File: config.mk
export PLATFORM = sky130hd
export DESIGN_NAME = noc_credit_sink
export DESIGN_NICKNAME = d
export VERILOG_FILES = /design/src/rtl/noc_credit_sink.sv
export SDC_FILE = /design/constraint.sdc
export NUM_CORES = 1
export LEC_CHECK = 0
export BUFFER_PORTS_ARGS = -buffer_cell sky130_fd_sc_hd__buf_2
export CAP_MARGIN = 20
export CORE_ASPECT_RATIO = 1.2
export CORE_MARGIN = 5
export CORE_UTILIZATION = 45
export DETAILED_ROUTE_END_ITERATION = 8
export GPL_TIMING_DRIVEN = 0
export PLACE_DENSITY_LB_ADDON = 0.12
export SLEW_MARGIN = 20
export SYNTH_ARGS = -nofsm -noshare
export SYNTH_HDL_FRONTEND = slang
export SYNTH_SLANG_ARGS = --single-unit
File: constraint.sdc
create_clock -name clk_noc -period 6.4 [get_ports clk_noc]
set_input_delay 1.28 -clock clk_noc [delete_from_list [all_inputs] [get_ports clk_noc]]
set_output_delay 1.28 -clock clk_noc [all_outputs]
set_load 0.02 [all_outputs]
File: src/rtl/noc_credit_sink.sv
// Credit-flow-controlled flit sink: buffers incoming flits in a show-ahead FIFO,
// presents them on a valid/ready stream and returns one credit per flit drained.
module noc_credit_sink #(
    parameter int FLIT_WIDTH        = 64,
    parameter int DEST_WIDTH        = 6,
    parameter int FLIT_BUFFER_DEPTH = 8,
    localparam int CNT_WIDTH        = $clog2(FLIT_BUFFER_DEPTH + 1)
) (
    input  logic                  clk_noc,
    input  logic                  rst_n,
    input  logic [FLIT_WIDTH-1:0] data_in,
    input  logic [DEST_WIDTH-1:0] dest_in,
    input  logic                  is_tail_in,
    input  logic                  send_in,
    output logic                  credit_out,
    output logic                  out_tvalid,
    input  logic                  out_tready,
    output logic [FLIT_WIDTH-1:0] out_tdata,
    output logic [DEST_WIDTH-1:0] out_tdest,
    output logic                  out_tlast,
    output logic [CNT_WIDTH-1:0]  occupancy,
    output logic                  overflow_err,
    output logic                  proto_err
);

    localparam int PTR_WIDTH   = $clog2(FLIT_BUFFER_DEPTH);
    localparam int ENTRY_WIDTH = FLIT_WIDTH + DEST_WIDTH + 1;
    localparam logic [PTR_WIDTH-1:0] LAST_PTR = PTR_WIDTH'(FLIT_BUFFER_DEPTH - 1);
    localparam logic [CNT_WIDTH-1:0] FULL_CNT = CNT_WIDTH'(FLIT_BUFFER_DEPTH);

    typedef enum logic [0:0] {
        PKT_IDLE = 1'b0,
        PKT_IN   = 1'b1
    } pkt_state_t;

    logic [ENTRY_WIDTH-1:0] mem_r [FLIT_BUFFER_DEPTH];
    logic [PTR_WIDTH-1:0]   wr_ptr_r, rd_ptr_r, wr_ptr_s, rd_ptr_s;
    logic [CNT_WIDTH-1:0]   count_r, count_s;
    logic                   credit_r, overflow_r, proto_r;
    logic                   push_s, pop_s, drop_s, proto_set_s;
    logic [ENTRY_WIDTH-1:0] head_s;
    logic [FLIT_WIDTH-1:0]  head_data_s;
    logic [DEST_WIDTH-1:0]  head_dest_s, pkt_dest_r, pkt_dest_s;
    logic                   head_last_s;
    pkt_state_t             state_r, state_s;

    assign head_s = mem_r[rd_ptr_r];
    assign {head_data_s, head_dest_s, head_last_s} = head_s;

    // Handshake decode, pointer wrap and occupancy update
    always_comb begin
        pop_s    = (count_r != {CNT_WIDTH{1'b0}}) && out_tready;
        push_s   = send_in && ((count_r < FULL_CNT) || pop_s);
        drop_s   = send_in && !push_s;
        wr_ptr_s = wr_ptr_r;
        rd_ptr_s = rd_ptr_r;
        count_s  = count_r;
        if (push_s) begin
            wr_ptr_s = (wr_ptr_r == LAST_PTR) ? {PTR_WIDTH{1'b0}} : wr_ptr_r + PTR_WIDTH'(1);
        end else begin
            wr_ptr_s = wr_ptr_r;
        end
        if (pop_s) begin
            rd_ptr_s = (rd_ptr_r == LAST_PTR) ? {PTR_WIDTH{1'b0}} : rd_ptr_r + PTR_WIDTH'(1);
        end else begin
            rd_ptr_s = rd_ptr_r;
        end
        case ({push_s, pop_s})
            2'b10:   count_s = count_r + CNT_WIDTH'(1);
            2'b01:   count_s = count_r - CNT_WIDTH'(1);
            default: count_s = count_r;
        endcase
    end

    // Packet tracker next state: latch dest on first flit, flag dest changes
    always_comb begin
        state_s     = state_r;
        pkt_dest_s  = pkt_dest_r;
        proto_set_s = 1'b0;
        if (pop_s) begin
            case (state_r)
                PKT_IDLE: begin
                    if (!head_last_s) begin
                        state_s    = PKT_IN;
                        pkt_dest_s = head_dest_s;
                    end else begin
                        state_s = PKT_IDLE;
                    end
                end
                PKT_IN: begin
                    proto_set_s = (head_dest_s != pkt_dest_r);
                    if (head_last_s) begin
                        state_s = PKT_IDLE;
                    end else begin
                        state_s = PKT_IN;
                    end
                end
                default: state_s = PKT_IDLE;
            endcase
        end else begin
            state_s = state_r;
        end
    end

    // Control state, credit pulse and sticky error flags
    always_ff @(posedge clk_noc or negedge rst_n) begin
        if (!rst_n) begin
            wr_ptr_r   <= {PTR_WIDTH{1'b0}};
            rd_ptr_r   <= {PTR_WIDTH{1'b0}};
            count_r    <= {CNT_WIDTH{1'b0}};
            credit_r   <= 1'b0;
            overflow_r <= 1'b0;
            proto_r    <= 1'b0;
            state_r    <= PKT_IDLE;
            pkt_dest_r <= {DEST_WIDTH{1'b0}};
        end else begin
            wr_ptr_r   <= wr_ptr_s;
            rd_ptr_r   <= rd_ptr_s;
            count_r    <= count_s;
            credit_r   <= pop_s;
            overflow_r <= overflow_r | drop_s;
            proto_r    <= proto_r | proto_set_s;
            state_r    <= state_s;
            pkt_dest_r <= pkt_dest_s;
        end
    end

    // Flit storage; contents are never observed while the FIFO is empty
    always_ff @(posedge clk_noc) begin
        if (push_s) begin
            mem_r[wr_ptr_r] <= {data_in, dest_in, is_tail_in};
        end
    end

    assign out_tvalid   = (count_r != {CNT_WIDTH{1'b0}});
    assign out_tdata    = out_tvalid ? head_data_s : {FLIT_WIDTH{1'b0}};
    assign out_tdest    = out_tvalid ? head_dest_s : {DEST_WIDTH{1'b0}};
    assign out_tlast    = out_tvalid & head_last_s;
    assign occupancy    = count_r;
    assign credit_out   = credit_r;
    assign overflow_err = overflow_r;
    assign proto_err    = proto_r;

endmodule

* Word level (Yosys, flattened, before mapping)
Memories as Yosys holds them, arrays and structs flattened.
Cells that the tools add are included.
W data, S select, Z words.
** Storage, ports and cells
- Bits of input ports :: 75
- Bits in latches :: 0
- Flip-flop bits (word level) :: 20
- Memories :: 1
- Bits in writable memories :: 568
- ROM bits :: 0
- Output and inout port bits :: 79
- Logic and storage cells :: 42
** Operators by class
- Multiply operators :: 0
- Bitwise gates (word level) :: 5
- Divide/modulo/power cells :: 0
- Shift operators :: 0
- Equal/unequal tests :: 5
- Reduce and logical (&&, ||, !) cells :: 8
- Muxes and demuxes :: 10
- Order comparisons :: 1
- $add $sub $neg :: 4
** Memory list
- mem_r :: words 8, width 71, read ports 1, clocked after memory_dff 0, write ports 1, RTL line 36 : logic [ENTRY_WIDTH-1:0] mem_r [FLIT_BUFFER_DEPTH];
** Operator list (count)
- $mux W64 :: 1
- $pmux W4 S2 :: 1
- $add A3 B1 Y3 const B :: 2
- $eq A3 B3 Y1 const B :: 2
- $mux W3 :: 2
- $mux W6 :: 1
- $ne A6 B6 Y1 :: 1
- $mux W1 :: 5
- $add A4 B1 Y4 const B :: 1
- $lt A4 B4 Y1 const B :: 1
- $reduce_bool A4 Y1 :: 1
- $sub A4 B1 Y4 const B :: 1
- $logic_and A1 B1 Y1 :: 3
- $reduce_and A3 Y1 :: 1
- $eq A2 B1 Y1 const B :: 1
- $eq A2 B2 Y1 const B :: 1
- $not A1 Y1 :: 2
- $or A1 B1 Y1 :: 2
- $reduce_bool A2 Y1 :: 1
- $and A1 B1 Y1 :: 1
- $logic_not A1 Y1 :: 1
- $logic_or A1 B1 Y1 :: 1

* Logic depth before layout (Yosys ltp)
- Depth after elaboration :: 7
- Mapped depth :: 11
- Depth with buffers taken out :: 11

* Worst setup path after synthesis
No wires, ideal clock.
- Kind :: input to register
- From :: in out_tready
- To :: mem mem_r[0][0] (netlist bit), enable pin
- Path slack :: -887 ps
- Arrival :: 6700 ps
- Buffers on the path :: 0
- Required time :: 5813 ps
- Library setup time :: 587 ps
- Cell stages on the path :: 4
- Cell sequence :: nand2b_1 > nand2_1 > or2_2 > nor3_1
** On the way
- Cells in the longest elaborated chain, start to end :: 5
** RTL lines
- start, declared :: RTL line 17 : input logic out_tready,
- $logic_and A1 B1 Y1 :: RTL line 52 : pop_s = (count_r != {CNT_WIDTH{1'b0}}) && out_tready;
- $logic_or A1 B1 Y1 :: RTL line 53 : push_s = send_in && ((count_r < FULL_CNT) || pop_s);
- $logic_and A1 B1 Y1 :: RTL line 53
- $mux W1 :: RTL line 130 : if (push_s) begin
- $mux W1 (implied by the code) :: RTL line 131 : mem_r[wr_ptr_r] <= {data_in, dest_in, is_tail_in};
- end, declared :: RTL line 36
No other way between the ends.

* Worst setup path in the final report
- From :: reg rd_ptr_r[2]
- To :: out out_tdata[34]
** On the way
- Cells in the longest elaborated chain, start to end :: 2
** RTL lines
- start, declared :: RTL line 37 : logic [PTR_WIDTH-1:0] wr_ptr_r, rd_ptr_r, wr_ptr_s, rd_ptr_s;
- start signal, assigned :: RTL line 109 : rd_ptr_r <= {PTR_WIDTH{1'b0}};
- start signal, assigned :: RTL line 118 : rd_ptr_r <= rd_ptr_s;
- $mem_v2 Z8 W71
- $mux W64 :: RTL line 136 : assign out_tdata = out_tvalid ? head_data_s : {FLIT_WIDTH{1'b0}};
- end, declared :: RTL line 18 : output logic [FLIT_WIDTH-1:0] out_tdata,
No other way between the ends.

==> results.sh <==
export IMPL_wl_per_cell_um=24.7
export IMPL_clk_latency_ns=0.60
export IMPL_path_max_fanout=10
export IMPL_area_growth_pct=19.0
export IMPL_holdWs_ns=0.472
export IMPL_setup_viol=0
export IMPL_worstPathRequired_ns=5.12
export IMPL_synthFlopType="edfxtp_1"
export IMPL_cp_startpoint="rd_ptr_r[2]"
export IMPL_fin_worst_skew_ns=0.0141
export IMPL_via_count=10500
export IMPL_synth_edff_count=568
export IMPL_cts_root_buf="clkbuf_16"
export IMPL_clk_transition_reported_paths_ns=0.06
export IMPL_placed_cell_area_um2=25100
export IMPL_h_tree_depth=2
export IMPL_drv_slew=0
export IMPL_clockBufferDepth=3
export IMPL_cap_viol_max_count=0
export IMPL_die_area_um2=54700
export IMPL_relSlewSlack_pct=34.6
export IMPL_grt_start_max_net_pins=21
export IMPL_hold_depth=1
export IMPL_tightestPinTransition_ns=0.981
export IMPL_syn_inst=1000
export IMPL_timing_fmax_ghz=0.208
export IMPL_antenna_found_initial=7
export IMPL_avgSynthCellArea_um2=22.6
export IMPL_drc_errors=0
export IMPL_drive_gt1_share_pct=36.0
export IMPL_post_cts_buffers=0
export IMPL_cts_tree="done"
export IMPL_crit_type="flip-flop to output port"
export IMPL_die_h_um=255
export IMPL_ys_ff_latch=588
export IMPL_cts_resized=0
export IMPL_gp_congestion=0.719
export IMPL_cts_buffers=57
export IMPL_syn_area_um2=22600
export IMPL_synth_distinct_cells=35
export IMPL_hold_violations=0
export IMPL_ir_drop_v=0.000229
export IMPL_hp_class="flip-flop to flip-flop"
export IMPL_design_area_um2=26800
export IMPL_firstDrtPassIters=5
export IMPL_finalNetCount=1335
export IMPL_powerDensity_nw_per_um2=462
export IMPL_crit_arrival_ns=3.53
export IMPL_num_rows=90
export IMPL_stdcell_count=1946
export IMPL_first_global_vias=11100
export IMPL_cts_num_sinks=588
export IMPL_pin_count=154
export IMPL_die_w_um=214
export IMPL_crit_path_end_kind="output port"
export IMPL_drt_wl_total_um=48100
export IMPL_post_dp_hpwl_um=31300
export IMPL_vias_per_cell=5.41
export IMPL_synthArstFlopShare_pct=3.40
export IMPL_ant_nets=0
export IMPL_min_from="overflow_err"
export IMPL_syn_nets=1082
export IMPL_leakage_nw=9.05
export IMPL_grt_pass1_wl_um=72400
export IMPL_hold_buffers=0
export IMPL_reg2reg_depth=11
export IMPL_status="finished clean"
export IMPL_rsz0062_at_grt="false"
export IMPL_cp_start_kind="flip-flop"
export IMPL_drt_iter0_drc=718
export IMPL_overflow=0
export IMPL_core_area_um2=50000
export IMPL_initial_core_util_pct=45.1
export IMPL_synth_warnings=0
export IMPL_grt_util_all_layers_pct=17.8
export IMPL_io_buffers=153
export IMPL_rr_startpoint="occupancy[2]"
export IMPL_place_inst=1838
export IMPL_fin_crit_sh_pct=75.2
export IMPL_fin_crit_ns=4.81
export IMPL_ys_seq_area_share_pct=77.8
==> routing by layer <==
layer  up-vias  global-route usage (%)  wire length [µm]  share of wire, %
met5         -                       0                31             0.064
met4         8                    4.53               942               2.0
met3        62                    3.40              2150               4.5
met2       230                    28.6             23200                48
met1      5570                    25.5             21800                45
li1       4667                       -                 -                 -
==> path summary, 6_finish.rpt <==
| check | endpoint | slack, ns |
|---|---|---|
| max reg2reg | occupancy[2] | 3.62 |
| min reg2reg | overflow_err | 0.47 |
| max | out_tdata[34] | 1.59 |
| max in group asynchronous | occupancy[1] | 5.45 |
| min in group asynchronous | credit_out | 0.63 |
| min | overflow_err | 0.47 |
==> Yosys cell counts, types with 2 or more instances <==
| cell type | count | area (µm²) |
|---|---|---|
| edfxtp_1 | 568 | 17100 |
| mux4_2 | 140 | 3150 |
| nor2_1 | 76 | 285 |
| mux2i_1 | 68 | 681 |
| buf_2 | 23 | 115 |
| dfrtp_1 | 20 | 500 |
| clkbuf_1 | 17 | 63.8 |
| nand2_1 | 11 | 41.3 |
| xnor2_1 | 10 | 87.6 |
| ha_1 | 7 | 87.6 |
| mux2_2 | 6 | 67.6 |
| o21ai_2 | 6 | 52.6 |
| buf_1 | 5 | 18.8 |
| inv_1 | 5 | 18.8 |
| buf_6 | 4 | 45.0 |
| nand2_2 | 4 | 25.0 |
| nand2b_1 | 4 | 25.0 |
| nor3_1 | 4 | 20.0 |
| a21oi_1 | 3 | 15.0 |
| o21ai_0 | 3 | 15.0 |
| mux4_1 | 2 | 52.6 |
==> registers in the layout (all words and copies together), names as in the netlist <==
register,cells
mem_r,568
pkt_dest_r,6
occupancy,4
rd_ptr_r,3
wr_ptr_r,3
credit_out,1
overflow_err,1
proto_err,1
state_r,1
==> report_power, final <==
part	internal [mW]	switching [mW]	total, mW
clock	1.72	1.36	3.08
sequential	4.74	0.145	4.89
combinational	1.86	2.56	4.42
==> cell type report <==
cell class	instances	area [µm²]
Multi-Input combinational cell	358	4810
Tap cell	644	806
Timing Repair Buffer	194	1680
Sequential cell	588	17600
Fill cell	3984	23200
Clock buffer	73	1530
Buffer	49	243
Inverter	5	18.8
Clock inverter	32	179
Antenna cell	3	7.51
==> critical path, cell delays in order, from the launching register on <==
cell and delay [ns]:
dfrtp_1 0.34, clkbuf_1 0.32, buf_2 0.34, buf_1 0.77, buf_2 0.50, mux2i_1 0.39, nor2_1 0.08, buf_2 0.18
==> cell families (layout without fill, tap and decap cells) <==
kind of cell	after synthesis	in the layout	synth area share, %
other	0	3	0
adders and majority gates	7	7	0.388
xor gates and xnor gates	11	11	0.427
buffers and inverters	54	353	1.16
and+or+nand+nor	105	105	1.97
DFF	588	588	77.8
muxes	218	218	17.7
AOI/OAI and AO/OA	17	17	0.527
==> per-stage QoR <==
| stage | util [%] | total power, mW | setup TNS, ns | setup slack (ns) |
|---|---|---|---|---|
| 2_1_floorplan | - | 7.89 | 0 | 1.02 |
| 3_3_place_gp | 48.3 | 9.32 | -1270.02 | -2.72 |
| 3_5_place_dp | 50.2 | 9.52 | 0 | 2.14 |
| 4_1_cts | 53.7 | 12.6 | 0 | 1.47 |
| 5_1_grt | 53.7 | 13.0 | 0 | 1.38 |
| 6_report | 53.7 | 12.4 | 0 | 1.59 |
==> layout by cell type, fill, tap and decap left out, drive strengths merged, types with 2 or more instances in the layout <==
cell	n
a21oi	3
buf	226
clkbuf	90
clkinv	27
clkinvlp	3
dfrtp	20
diode	3
edfxtp	568
ha	7
inv	6
mux2	6
mux2i	70
mux4	142
nand2	15
nand2b	4
nor2	76
nor3	4
nor4	2
o21ai	9
xnor2	10
(Power assumes the default switching activity.)
